--- src/rtl/jamma_pkg.sv ---
// Shared types and widths for the JAMMA player-input scanner.
package jamma_pkg;

  localparam int JOY_W   = 8;
  localparam int LOCAL_W = 6;
  localparam int COIN_W  = 2;

  localparam logic [JOY_W-1:0] JOY_IDLE = 8'hFF;

  typedef enum logic [1:0] {
    SETTLE_P1,
    SAMPLE_P1,
    SETTLE_P2,
    SAMPLE_P2
  } scan_state_t;

endpackage

--- src/rtl/jamma_debounce_bit.sv ---
// Single-bit debouncer: the output follows the input only after DEBOUNCE_SCANS
// consecutive differing samples, evaluated on sample_en cycles only.
module jamma_debounce_bit #(
  parameter int DEBOUNCE_SCANS = 3
) (
  input  logic clk,
  input  logic rst_n,
  input  logic sample_en,
  input  logic sample,
  output logic q
);

  logic [3:0] cnt;

  always_ff @(posedge clk or negedge rst_n) begin
    if (!rst_n) begin
      q   <= 1'b1;
      cnt <= '0;
    end else if (sample_en) begin
      if (sample == q) begin
        cnt <= '0;
      end else if (cnt == 4'(DEBOUNCE_SCANS - 1)) begin
        q   <= sample;
        cnt <= '0;
      end else begin
        cnt <= cnt + 4'd1;
      end
    end
  end

endmodule

--- src/rtl/jamma_input_scanner.sv ---
// JAMMA player-input scanner: multiplexes the shared JJOY bus into two players.
// Debouncing is built only when JAMMA_DEBOUNCE_EN is defined; otherwise raw samples load directly.
//
// state     | meaning
// SETTLE_P1 | jselect=0, waiting SETTLE_CYCLES for the adapter to switch
// SAMPLE_P1 | capture player 1 (merged with the local DB9 joystick)
// SETTLE_P2 | jselect=1, waiting SETTLE_CYCLES
// SAMPLE_P2 | capture player 2, coin, test, service; scan_done high
module jamma_input_scanner
  import jamma_pkg::*;
#(
  parameter int SETTLE_CYCLES  = 4,
  parameter int DEBOUNCE_SCANS = 3
) (
  input  logic               clk,
  input  logic               rst_n,
  input  logic [JOY_W-1:0]   jamma_joy,
  input  logic [COIN_W-1:0]  jamma_coin,
  input  logic               jamma_test,
  input  logic               jamma_service,
  input  logic [LOCAL_W-1:0] local_joy,
  output logic               jselect,
  output logic [JOY_W-1:0]   joy1,
  output logic [JOY_W-1:0]   joy2,
  output logic [COIN_W-1:0]  coin,
  output logic               test_n,
  output logic               service_n,
  output logic               scan_done
);

  localparam int SYNC_W = JOY_W + LOCAL_W + COIN_W + 2;
  localparam int OUT_W  = 2 * JOY_W + COIN_W + 2;

  logic [SYNC_W-1:0] sync_q1, sync_q2;
  logic [JOY_W-1:0]   joy_s, p1_raw;
  logic [LOCAL_W-1:0] local_s;
  logic [COIN_W-1:0]  coin_s;
  logic               test_s, service_s;
  logic [OUT_W-1:0]   sample_vec, sample_en, out_vec;

  scan_state_t state, state_nxt;
  logic [7:0]  settle_cnt;
  logic        settle_done;

  always_ff @(posedge clk or negedge rst_n) begin
    if (!rst_n) begin
      sync_q1 <= '1;
      sync_q2 <= '1;
    end else begin
      sync_q1 <= {jamma_service, jamma_test, jamma_coin, local_joy, jamma_joy};
      sync_q2 <= sync_q1;
    end
  end

  assign joy_s     = sync_q2[JOY_W-1:0];
  assign local_s   = sync_q2[JOY_W +: LOCAL_W];
  assign coin_s    = sync_q2[JOY_W+LOCAL_W +: COIN_W];
  assign test_s    = sync_q2[SYNC_W-2];
  assign service_s = sync_q2[SYNC_W-1];

  assign settle_done = (settle_cnt == 8'(SETTLE_CYCLES - 1));

  always_comb begin
    state_nxt = state;
    case (state)
      SETTLE_P1: if (settle_done) state_nxt = SAMPLE_P1;
      SAMPLE_P1: state_nxt = SETTLE_P2;
      SETTLE_P2: if (settle_done) state_nxt = SAMPLE_P2;
      SAMPLE_P2: state_nxt = SETTLE_P1;
      default:   state_nxt = SETTLE_P1;
    endcase
  end

  // jselect tracks the state being entered so it is already stable while settling
  always_ff @(posedge clk or negedge rst_n) begin
    if (!rst_n) begin
      state      <= SETTLE_P1;
      settle_cnt <= '0;
      jselect    <= 1'b0;
    end else begin
      state      <= state_nxt;
      settle_cnt <= (state_nxt != state) ? 8'd0 : settle_cnt + 8'd1;
      jselect    <= (state_nxt == SETTLE_P2) || (state_nxt == SAMPLE_P2);
    end
  end

  assign scan_done = (state == SAMPLE_P2);

  // Player 1 buttons 7:6 have no DB9 equivalent, so only the direction/fire bits are merged
  assign p1_raw     = joy_s & {JOY_IDLE[JOY_W-1:LOCAL_W], local_s};
  assign sample_vec = {service_s, test_s, coin_s, joy_s, p1_raw};
  assign sample_en  = {{(OUT_W-JOY_W){state == SAMPLE_P2}}, {JOY_W{state == SAMPLE_P1}}};

`ifdef JAMMA_DEBOUNCE_EN
  for (genvar i = 0; i < OUT_W; i++) begin : g_deb
    jamma_debounce_bit #(
      .DEBOUNCE_SCANS(DEBOUNCE_SCANS)
    ) u_deb (
      .clk      (clk),
      .rst_n    (rst_n),
      .sample_en(sample_en[i]),
      .sample   (sample_vec[i]),
      .q        (out_vec[i])
    );
  end
`else
  always_ff @(posedge clk or negedge rst_n) begin
    if (!rst_n) begin
      out_vec <= '1;
    end else begin
      for (int i = 0; i < OUT_W; i++) begin
        if (sample_en[i]) out_vec[i] <= sample_vec[i];
      end
    end
  end
`endif

  assign joy1      = out_vec[JOY_W-1:0];
  assign joy2      = out_vec[2*JOY_W-1:JOY_W];
  assign coin      = out_vec[2*JOY_W +: COIN_W];
  assign test_n    = out_vec[OUT_W-2];
  assign service_n = out_vec[OUT_W-1];

endmodule
--- config.mk ---
export PLATFORM = sky130hd
export DESIGN_NAME = jamma_input_scanner
export DESIGN_NICKNAME = d
export VERILOG_FILES = /design/src/rtl/jamma_pkg.sv /design/src/rtl/jamma_debounce_bit.sv /design/src/rtl/jamma_input_scanner.sv
export SDC_FILE = /design/constraint.sdc
export NUM_CORES = 1
export LEC_CHECK = 0
export CAP_MARGIN = 20
export CORE_ASPECT_RATIO = 0.5
export CORE_MARGIN = 2
export CORE_UTILIZATION = 50
export DETAILED_ROUTE_END_ITERATION = 6
export PLACE_DENSITY = 0.77
export SYNTH_ARGS = -nofsm -noshare
export SYNTH_HDL_FRONTEND = slang
export SYNTH_SLANG_ARGS = --single-unit
--- constraint.sdc ---
create_clock -name clk -period 2 [get_ports clk]
set_input_delay 0.4 -clock clk [delete_from_list [all_inputs] [get_ports clk]]
set_output_delay 0.4 -clock clk [all_outputs]
set_load 0.1 [all_outputs]
==> summary.log, run 1 <==
qor: routing.detail-route-antenna-nets 0
qor: timing.finalMaxSlewViolations 0
qor: global_route.grt_util_met3 8.21%
qor: synth.mean_syn_cell_area 16.3 sq um
qor: worst_setup_path.required 1600 ps
qor: placement.post-place-cells 234
qor: die.die-area 5040 sq um
qor: clocking.clock_sinks 66
qor: outcome.run_status complete, no violations
qor: global_route.grt.busiest_layer met2
qor: final_layout.layout.cells.non_filler 249
qor: routing.drtIter0Drc 33
qor: global_route.use_met2 28.5%
qor: worst_setup_path.cp_endpoint_kind output pin
qor: die.core_region_area 4340 sq um
qor: synth.post_synthesis_net_count 162
qor: worst_setup_path.max_stage_delay 500 ps
qor: timing.slew_headroom 65.9%
qor: clocking.cts_inserted_buffers 9
qor: placement.preCtsSetupSlack 290 ps
qor: final_layout.area_delta_synth_final 39.0%
qor: synth.yosys_warnings 0
qor: timing.finClkSkew 5.01 ps
qor: worst_setup_path.crit_fanout 13
qor: clocking.clock_tree_from_tritoncts done
qor: routing.dr_wl_cell 13.9 microns
qor: worst_setup_path.rr_endpoint settle_cnt[7]
qor: synth.ys_seq_elements 66
qor: routing.wirelength 3460 microns
qor: worst_setup_path.critical_path.n_buffers_inverters 1
qor: job.cap_violations 0
qor: clocking.cts.clk_slew.worst_paths 70 ps
qor: die.initial_utilization 51.4%
qor: worst_setup_path.worstSetupPathDepth 2
qor: die.die_width 98.5 microns
qor: final_layout.antenna-diode-count 0
qor: routing.drcViolationCount 0
qor: clocking.post_cts_setup_driven_buffer_insertion_count 0
qor: worst_setup_path.timing.critical_path.from state[0]
qor: synth.postSynthCellCount 137
qor: clocking.hold_buffers 0
qor: timing.report.final.hold_viol_count 0
qor: final_layout.drive_gt1_share 58.9%
qor: global_route.global_route_wire_length_before_repair 5870 microns
qor: die.floorplan.rows 17
qor: global_route.first_global_vias 1231
qor: power_and_ir_drop.vdd_ir_drop_max 580 uV
qor: power_and_ir_drop.total_power 0.00271 W
qor: timing.postLayoutSetupSlackWorst 230 ps
qor: clocking.clk_root_buffer_cell clkbuf_8
qor: timing.post_layout_minimum_cycle_time 1770 ps
qor: placement.numPortBuffers 41
qor: power_and_ir_drop.power_per_cell_area 875 nW/um^2
qor: timing.worst_pin_slew 512 ps
qor: global_route.grt.total_usage 16.5%
qor: worst_setup_path.critical_path.top_delay_family flip-flops
qor: clocking.cts_buffer_depth 2
qor: timing.setup_viol 0
qor: routing.dr.pass1.iters 3
qor: synth.ys_seq_area_share 77.2%
qor: clocking.clk-insertion-delay-late 330 ps
qor: worst_setup_path.worst-r2r-cell-count 6
qor: die.die-height 51.2 microns
qor: timing.final.period_utilization 88.5%
qor: routing.avgViaCountPerCell 4.70
qor: synth.post_synth_instance_area 2230 sq um
qor: synth.yosys.area.top_type dfstp_2
qor: worst_setup_path.path_class flip-flop to output pin
qor: placement.gp_congestion 0.669
qor: final_layout.finalCoreUtilization 71.5%
qor: worst_setup_path.cp-start-kind flip-flop
qor: global_route.grt_overflow_total 0
qor: worst_setup_path.cell_chain_critical_path ha_4, buf_12
qor: worst_setup_path.critical_path.endpoint scan_done
qor: final_layout.final_net_count 213
qor: routing.route.vias.total 1171
qor: worst_setup_path.reg2reg_setup_slack 300 ps
qor: synth.largest_cells_by_area_after_synthesis dfstp_2, dfrtp_1, mux2_2
qor: worst_setup_path.worst_ep_arrival_time 1370 ps
qor: min_path.min-delay-path-class input port to async pin
qor: placement.post-dp-hpwl 2310 microns
qor: final_layout.most-common-layout-cells dfstp_2, buf_12, clkdlybuf4s50_1, mux2_2, nand3_1
qor: global_route.maximum_number_of_pins_on_one_net_before_global_route_repair 67
qor: synth.yosysUniqueCellTypes 17
qor: synth.synth.top_cell.area_share 66.0%
qor: clocking.post_cts_resized 0
qor: final_layout.mostFrequentLayoutCell dfstp_2
qor: timing.sum_of_negative_setup_slack 0 ps
qor: power_and_ir_drop.p_leak 1.29 nW
qor: timing.grt_setup_unrepaired no
qor: global_route.antenna_found_initial 0
qor: timing.fmax 565 MHz
qor: final_layout.layout.filler_cells 269
qor: worst_setup_path.critical-path-slowest-cell dfrtp_1
qor: clocking.htreeDepth 3
qor: worst_setup_path.launch_point_of_the_worst_reg_to_reg_path state[0]
qor: die.number_of_top_level_pins 42
qor: global_route.gr-usage-met1 17.3%
## worst min-delay path by stage
stage | to | startpoint | slack, ps | cells past startpoint
4_1_cts | settle_cnt[5] | rst_n | 70 | 2
5_1_grt | state[0] | rst_n | 100 | 2
6_report | settle_cnt[5] | rst_n | 90 | 2
3_5_place_dp | sync_q2[2] | sync_q1[2] | 350 | 0
2_1_floorplan | jselect | rst_n | 100 | 0
3_3_place_gp | sync_q2[14] | sync_q1[14] | 350 | 0
## final cells by class
type	count	area [sq um]	area share, %
clock buffers	11	141	4.56
flip-flops and latches	66	1720	55.5
inverters	9	33.8	1.09
repair buffers	42	633	20.4
well taps	57	71.3	2.30
multi-input cells	60	479	15.4
clock inverters	4	20.0	0.645
## worst reg2reg max path: stages, from the launching register on
cell and delay, ps:
dfrtp_1 500, inv_1 140, ha_1 350, xor2_1 170, a21oi_1 200, o31ai_4 160, nor2_1 130
## routing by layer
layer | part of all wire [%] | vias to the layer above
met2 | 56 | 17
met3 | 3.7 | 5
met4 | 1.9 | 0
met1 | 38 | 593
li1 | - | 556
met5 | 0 | -
## power breakdown
| group | switching (W) | internal (W) | total [W] |
|---|---|---|---|
| registers | 0.0000343 | 0.00144 | 0.00147 |
| logic | 0.000201 | 0.000128 | 0.000328 |
| clock network | 0.000444 | 0.000468 | 0.000912 |
| total | 0.000679 | 0.00204 | 0.00271 |
## synthesized netlist by cell type
cell / n
dfstp_2: 56
mux2_2: 14
nand3_1: 12
dfrtp_1: 10
nor2_1: 10
inv_1: 9
o21ai_0: 6
xor2_1: 6
ha_1: 5
a21oi_1: 2
and3_1: 1
and3_2: 1
buf_2: 1
clkbuf_1: 1
nor4_2: 1
o31ai_4: 1
xnor2_1: 1
## flip-flops by register name, summed over array words and instances (netlist names)
name        cells
out_vec        20
sync_q1        18
sync_q2        18
settle_cnt      8
jselect         1
state           1
## cells by family (layout without fill, tap and decap cells)
logic type               Yosys count  count (layout)  synth area share (%)
multiplexers                      14              14                  7.07
flip-flops                        66              66                  77.2
adder cells (fa/ha/maj)            5               5                  2.80
AO/OA/AOI/OAI                      9               9                  2.75
XOR/XNOR                           7               7                  2.75
AND/OR/NAND/NOR                   25              25                  5.55
buffers and inverters             11              66                  1.91
## through the flow
stage | cell area [sq um] | hold WS (ps)
after floorplan | 2240 | 104
after global placement | 2940 | 346
after detailed placement | 2940 | 347
after CTS | 3100 | 66.4
after global routing | 3100 | 97.9
final | 3100 | 89.5
(Power assumes the default switching activity.)
==> run 2: changes to the inputs <==
ABC_CLOCK_PERIOD_IN_PS = 2000   (was default)
TNS_END_PERCENT = 1   (was default)
==> results of run 2 <==
Final layout, timing and power as in run 1 (identical DEF).
==> run 3: changes to the inputs <==
TNS_END_PERCENT = 50   (was 1)
==> results of run 3 <==
Final layout, timing and power as in run 1 (identical DEF).
